**src/rtl/cam_pkg.sv**
```systemverilog
// rtl/cam_pkg.sv - shared camera capture types and frame geometry defaults
package cam_pkg;

    localparam int CAM_IMG_W = 176;
    localparam int CAM_IMG_H = 144;
    localparam int CAM_DW    = 12;
    localparam int CAM_AW    = 15;

    typedef enum logic [1:0] {
        WAIT_FRAME = 2'd0,
        WAIT_LINE  = 2'd1,
        BYTE_HI    = 2'd2,
        BYTE_LO    = 2'd3
    } cam_state_e;

    function automatic logic [11:0] cam_rgb444(input logic [3:0] r,
                                               input logic [3:0] g,
                                               input logic [3:0] b);
        return {r, g, b};
    endfunction

endpackage

```
**src/rtl/cam_capture_if.sv**
```systemverilog
// rtl/cam_capture_if.sv - camera byte bus in, frame-buffer write port out
interface cam_capture_if #(
    parameter int DW = cam_pkg::CAM_DW,
    parameter int AW = cam_pkg::CAM_AW
);
    logic          Vsync;
    logic          Href;
    logic [7:0]    Data;
    logic [DW-1:0] DataRamIn;
    logic [AW-1:0] AddrRamIn;
    logic          WriteEn;
    logic          FrameDone;

    modport master (
        output Vsync, Href, Data,
        input  DataRamIn, AddrRamIn, WriteEn, FrameDone
    );

    modport slave (
        input  Vsync, Href, Data,
        output DataRamIn, AddrRamIn, WriteEn, FrameDone
    );
endinterface

```
**src/rtl/cam_sync_edge.sv**
```systemverilog
// rtl/cam_sync_edge.sv - registered previous value with rise/fall pulses
module cam_sync_edge (
    input  logic Clock,
    input  logic Reset,
    input  logic sig_i,
    output logic rise_o,
    output logic fall_o
);

    logic prev_q;

    always_ff @(posedge Clock or posedge Reset) begin
        if (Reset) begin
            prev_q <= 1'b0;
        end else begin
            prev_q <= sig_i;
        end
    end

    assign rise_o = sig_i & ~prev_q;
    assign fall_o = ~sig_i & prev_q;

endmodule

```
**src/rtl/cam_capture.sv**
```systemverilog
// rtl/cam_capture.sv - camera RGB444 byte-pair capture into a frame buffer
// Optional CAM_CAPTURE_TESTPATTERN_EN replaces camera colour with a coordinate pattern.
module cam_capture
    import cam_pkg::*;
#(
    parameter int IMG_W = CAM_IMG_W,
    parameter int IMG_H = CAM_IMG_H,
    parameter int DW    = CAM_DW,
    parameter int AW    = CAM_AW
) (
    input logic           Clock,
    input logic           Reset,
    cam_capture_if.slave  cam
);

    localparam int XW = $clog2(IMG_W + 1);
    localparam int YW = $clog2(IMG_H + 1);

    cam_state_e    state_q, state_d;
    logic [XW-1:0] x_q, x_d;
    logic [YW-1:0] y_q, y_d;
    logic [3:0]    r_q, r_d;
    logic          has_px_q, has_px_d;
    logic [DW-1:0] data_q, data_d;
    logic [AW-1:0] addr_q, addr_d;
    logic          we_q, we_d;
    logic          fd_q, fd_d;

    logic          vs_rise, vs_fall;
    logic          hr_rise, hr_fall;
    logic [11:0]   pix_rgb;
    logic [AW-1:0] pix_addr;
    logic          in_range;

    cam_sync_edge u_vsync_edge (
        .Clock  (Clock),
        .Reset  (Reset),
        .sig_i  (cam.Vsync),
        .rise_o (vs_rise),
        .fall_o (vs_fall)
    );

    cam_sync_edge u_href_edge (
        .Clock  (Clock),
        .Reset  (Reset),
        .sig_i  (cam.Href),
        .rise_o (hr_rise),
        .fall_o (hr_fall)
    );

`ifdef CAM_CAPTURE_TESTPATTERN_EN
    logic [15:0] x_ext, y_ext;
    assign x_ext   = 16'(x_q);
    assign y_ext   = 16'(y_q);
    assign pix_rgb = cam_rgb444(x_ext[7:4], y_ext[7:4],
                                (x_q == '0 || y_q == '0) ? 4'hF : 4'h0);
`else
    assign pix_rgb = cam_rgb444(r_q, cam.Data[7:4], cam.Data[3:0]);
`endif

    assign pix_addr = AW'(x_q) + AW'(y_q) * AW'(IMG_W);
    assign in_range = (x_q < XW'(IMG_W)) && (y_q < YW'(IMG_H));

    always_ff @(posedge Clock or posedge Reset) begin
        if (Reset) begin
            state_q  <= WAIT_FRAME;
            x_q      <= '0;
            y_q      <= '0;
            r_q      <= '0;
            has_px_q <= 1'b0;
            data_q   <= '0;
            addr_q   <= '0;
            we_q     <= 1'b0;
            fd_q     <= 1'b0;
        end else begin
            state_q  <= state_d;
            x_q      <= x_d;
            y_q      <= y_d;
            r_q      <= r_d;
            has_px_q <= has_px_d;
            data_q   <= data_d;
            addr_q   <= addr_d;
            we_q     <= we_d;
            fd_q     <= fd_d;
        end
    end

    // Vsync rise outranks every line/byte event so a frame end always aborts.
    always_comb begin
        state_d = state_q;
        if (state_q == WAIT_FRAME) begin
            if (vs_fall) state_d = WAIT_LINE;
        end else if (vs_rise) begin
            state_d = WAIT_FRAME;
        end else begin
            unique case (state_q)
                WAIT_LINE: if (cam.Href) state_d = BYTE_LO;
                BYTE_LO: begin
                    if (hr_fall)       state_d = WAIT_LINE;
                    else if (cam.Href) state_d = BYTE_HI;
                end
                BYTE_HI: begin
                    if (hr_fall)       state_d = WAIT_LINE;
                    else if (cam.Href) state_d = BYTE_LO;
                end
                default: state_d = WAIT_FRAME;
            endcase
        end
    end

    always_comb begin
        x_d      = x_q;
        y_d      = y_q;
        r_d      = r_q;
        has_px_d = has_px_q;
        data_d   = data_q;
        addr_d   = addr_q;
        we_d     = 1'b0;
        fd_d     = 1'b0;
        if (state_q == WAIT_FRAME) begin
            if (vs_fall) begin
                x_d      = '0;
                y_d      = '0;
                has_px_d = 1'b0;
            end
        end else if (vs_rise) begin
            fd_d = (y_q != '0);
        end else if (state_q == WAIT_LINE) begin
            if (cam.Href) begin
                r_d      = cam.Data[3:0];
                has_px_d = 1'b0;
            end
        end else if (hr_fall) begin
            // A high byte still waiting for its partner is simply dropped here.
            x_d = '0;
            if (has_px_q && (y_q < YW'(IMG_H))) y_d = y_q + YW'(1);
        end else if (cam.Href) begin
            if (state_q == BYTE_HI) begin
                r_d = cam.Data[3:0];
            end else begin
                has_px_d = 1'b1;
                if (in_range) begin
                    we_d   = 1'b1;
                    data_d = DW'(pix_rgb);
                    addr_d = pix_addr;
                end
                if (x_q < XW'(IMG_W)) x_d = x_q + XW'(1);
            end
        end
    end

    assign cam.DataRamIn = data_q;
    assign cam.AddrRamIn = addr_q;
    assign cam.WriteEn   = we_q;
    assign cam.FrameDone = fd_q;

    logic unused_ok;
    assign unused_ok = hr_rise;

endmodule
```
**src/flat_wrapper.sv**
```systemverilog
// flat-port wrapper written by rule: the top's interface ports become plain ports
module cam_capture_flat import cam_pkg::*;
#(
    parameter int IMG_W = CAM_IMG_W,
    parameter int IMG_H = CAM_IMG_H,
    parameter int DW    = CAM_DW,
    parameter int AW    = CAM_AW
)
  (Clock, Reset, cam_Vsync, cam_Href, cam_Data, cam_DataRamIn, cam_AddrRamIn, cam_WriteEn, cam_FrameDone);
  cam_capture_if #(.DW(DW), .AW(AW)) cam_i ();
  input logic Clock;
  input logic Reset;
  input wire logic [$bits(cam_i.Vsync)-1:0] cam_Vsync;
  input wire logic [$bits(cam_i.Href)-1:0] cam_Href;
  input wire logic [$bits(cam_i.Data)-1:0] cam_Data;
  output wire logic [$bits(cam_i.DataRamIn)-1:0] cam_DataRamIn;
  output wire logic [$bits(cam_i.AddrRamIn)-1:0] cam_AddrRamIn;
  output wire logic [$bits(cam_i.WriteEn)-1:0] cam_WriteEn;
  output wire logic [$bits(cam_i.FrameDone)-1:0] cam_FrameDone;
  assign cam_i.Vsync = cam_Vsync;
  assign cam_i.Href = cam_Href;
  assign cam_i.Data = cam_Data;
  assign cam_DataRamIn = cam_i.DataRamIn;
  assign cam_AddrRamIn = cam_i.AddrRamIn;
  assign cam_WriteEn = cam_i.WriteEn;
  assign cam_FrameDone = cam_i.FrameDone;
  cam_capture #(.IMG_W(IMG_W), .IMG_H(IMG_H), .DW(DW), .AW(AW)) u_core (.Clock(Clock), .Reset(Reset), .cam(cam_i));
endmodule
```
**config.mk**
```make
export PLATFORM = sky130hd
export DESIGN_NAME = cam_capture_flat
export DESIGN_NICKNAME = d
export VERILOG_FILES = /design/src/rtl/cam_pkg.sv /design/src/rtl/cam_capture_if.sv /design/src/rtl/cam_sync_edge.sv /design/src/rtl/cam_capture.sv /design/src/flat_wrapper.sv
export SDC_FILE = /design/constraint.sdc
export NUM_CORES = 1
export LEC_CHECK = 0
export CORE_MARGIN = 2
export CORE_UTILIZATION = 25
export DETAILED_ROUTE_END_ITERATION = 10
export PLACE_DENSITY = 0.49
export SKIP_LAST_GASP = 1
export SLEW_MARGIN = 20
export SYNTH_ARGS = -nofsm -noshare
export SYNTH_HDL_FRONTEND = slang
export SYNTH_SLANG_ARGS = --single-unit
```
**constraint.sdc**
```tcl
create_clock -name Clock -period 3.1 [get_ports Clock]
set_input_delay 0.62 -clock Clock [delete_from_list [all_inputs] [get_ports Clock]]
set_output_delay 0.62 -clock Clock [all_outputs]
set_load 0.02 [all_outputs]
```
==> run_results.csv <==
group,metric,value,unit
sta,fin_worst_skew,9.64,ps
worst_setup_path,crit_path_max_fanout,4,
yosys,synth_seq_cells,54,
drt,avgRoutedWirePerCell,12.9,um
sta,rsz0062_at_grt,"true",
final_layout,layout-drive-gt1-share,0.203,
global_routing,grtUsageTotal,0.103,
yosys,synth_ff_type,"dfrtp_1",
clock_network,h-tree-depth,2,
yosys,async_reset_ff_frac,1.00,
floorplan,dieWidth,119,um
clock_network,clk_latency,300,ps
clock_network,numCtsBuffers,5,
drt,vias_per_cell,4.52,
min_path,hold_class,"reg2reg",
yosys,ys_warn_count,0,
yosys,postSynthAreaPerCell,9.98,um2
floorplan,io_pins,41,
clock_network,cts_tree,"yes",
worst_setup_path,end_kind,"flop",
worst_setup_path,critPathLaunchType,"flop",
job,drv_cap,0,
drt,vias,2574,
floorplan,start_util,0.254,
sta,worst-slew-pin-transition,452,ps
clock_network,clk_path_buf_depth,2,
clock_network,clkSinkCount,54,
outcome,status,"complete, no violations",
power,p_per_area,747,mW/mm2
sta,fin_crit,3010,ps
floorplan,die_y,119,um
floorplan,dieArea,0.0143,mm2
floorplan,core,0.0131,mm2
drt,totalWireLength,7.37,mm
placed_design,place_inst,560,
drt,final_antenna_net_count,0,
worst_setup_path,cp.required,3310,ps
worst_setup_path,arrival,3220,ps
sta,tns,0,ps
final_layout,fillers,1379,
placed_design,dpl_cell_area,0.00408,mm2
global_routing,antenna_found_initial,0,
yosys,ys_types,52,
yosys,syn-num-nets,382,
drt,drc_errors,0,
final_layout,final_common_cell,"dfrtp_1",
final_layout,synthToLayoutAreaGrowth,32.4,%
final_layout,final_cell_mix,"50 x dfrtp_1, 40 x clkdlybuf4s50_1, 29 x inv_1",
sta,max_freq,332,MHz
final_layout,layout.nets,441,
placed_design,dpl.hpwl,5.35,mm
global_routing,grt_max_degree,55,
drt,drt-initial-drc-count,102,
sta,max_slew_margin,0.698,
global_routing,grt-ovfl-total,0,
yosys,netlist_area,0.00333,mm2
clock_network,hold_buffers,0,
power,vdd_drop_max,0.264,mV
placed_design,place_worst_setup_slack,-11.6,ps
final_layout,n_antenna_cell,0,
sta,finalHoldViolCount,0,
sta,setup_viol,0,
global_routing,grt_pass1_vias,2563,
yosys,postSynthCellCount,334,
sta,post-route-period-util,0.970,
final_layout,fin_util,0.336,
final_layout,design_area,0.00441,mm2
clock_network,clk_pin_slew,70,ps
sta,drv_slew,0,
placed_design,gp_congestion,0.765,
worst_setup_path,critPathKind,"reg2reg",
yosys,seq_area_frac_synth,0.405,
drt,drtPass1Iterations,4,
power,leakagePower,1.97,nW
clock_network,clockRootBuffer,"clkbuf_16",
global_routing,grt_pass1_wl,12.2,mm
floorplan,rows,42,
placed_design,io_buffer_count,40,
yosys,synth_edf_count,0,
sta,fin_ws,92.1,ps
final_layout,final_cell_count_no_fill,570,
Yosys cell counts, types with 2 or more instances:
cell type,count,area [um2]
a21oi_1,18,90.1
a31oi_1,2,12.5
fa_1,6,120
o21ai_1,7,35.0
and3_1,4,25.0
inv_1,31,116
o21ai_0,9,45.0
nor2_1,27,101
a21oi_2,2,17.5
nand2b_1,6,37.5
and2_1,4,25.0
a211oi_1,2,15.0
nand2_1,20,75.1
nand4_1,4,25.0
xor2_1,7,61.3
buf_2,3,15.0
ha_1,30,375
clkbuf_1,4,15.0
mux2_2,23,259
nor3_1,3,15.0
inv_2,2,7.51
o31ai_1,5,37.5
dfrtp_1,54,1350
nor4_1,2,12.5
o22ai_1,2,12.5
nand3_1,12,60.1
or4_1,3,22.5
nor2b_1,3,18.8
xnor2_1,10,87.6
a21o_1,5,37.5
a211o_1,3,26.3
logic make-up after synthesis:
group | share of synthesized area
buffers and inverters | 0.0462
muxes | 0.0777
and+or+nand+nor | 0.145
DFF | 0.405
AOI/OAI and AO/OA | 0.133
xor gates and xnor gates | 0.0447
adders and majority gates | 0.149
sequential cells by signal, summed over array words and instances, names as in the netlist:
name and flops:
u_core.u_href_edge.prev_q 1, u_core.y_q 8, u_core.cam.AddrRamIn 15, u_core.x_q 8, u_core.state_q 2, u_core.cam.WriteEn 1
u_core.has_px_q 1, u_core.r_q 4, u_core.u_vsync_edge.prev_q 1, u_core.cam.DataRamIn 12, u_core.cam.FrameDone 1
critical path, cell delays in order (launching register included):
cell and delay, ps:
dfrtp_1 430, ha_4 270, ha_4 260, inv_1 50, fa_1 540, inv_2 50
ha_4 270, a21o_1 130, and2_4 160, nand4_4 100, or4_4 520, a31oi_1 130
layout make-up:
| class | instances | area [um2] | area share |
|---|---|---|---|
| Clock inverter | 3 | 21.3 | 0.00482 |
| Tap cell | 176 | 220 | 0.0499 |
| Clock buffer | 5 | 125 | 0.0284 |
| Multi-Input combinational cell | 240 | 1990 | 0.452 |
| Timing Repair Buffer | 59 | 572 | 0.130 |
| Sequential cell | 54 | 1360 | 0.307 |
| Inverter | 33 | 124 | 0.0281 |
final timing paths:
path                                       endpoint  slack (ps)                    start  cells after the start
setup / recovery           u_core.cam.AddrRamIn[14]          90            u_core.y_q[0]                     11
max in group asynchronous             u_core.y_q[3]        2160                    Reset                      3
setup reg to reg           u_core.cam.AddrRamIn[14]          90            u_core.y_q[0]                     11
min in group asynchronous   u_core.cam.DataRamIn[2]         690                    Reset                      3
hold / removal              u_core.cam.AddrRamIn[8]         500  u_core.cam.AddrRamIn[8]                      2
hold reg to reg             u_core.cam.AddrRamIn[8]         500  u_core.cam.AddrRamIn[8]                      2
per-layer routing:
layer,track usage,share of wire,wire (um)
met2,0.165,0.48,3550
met5,0,0,0
met4,0.0176,0.0099,73
met1,0.144,0.48,3560
met3,0.0239,0.025,183
power by group:
part | leakage, nW | internal (mW) | total, mW | switching [mW]
registers | 0.682 | 0.952 | 1.12 | 0.168
logic | 1.22 | 0.783 | 1.61 | 0.830
clock network | 0.0698 | 0.300 | 0.561 | 0.262
metrics by stage:
stage	power [mW]	hold WS (ps)
global placement	2.64	481
floorplan	2.06	475
CTS	3.26	504
detailed placement	2.67	489
global route	3.54	529
finish	3.29	502
timing repair:
action,in CTS,in global routing
gates resized for setup,3,26
endpoints found under the setup margin,2,3
cloned,0,0
pin swaps,0,7
setup buffers,0,2
No activity file was read; power rests on OpenSTA's default activity.
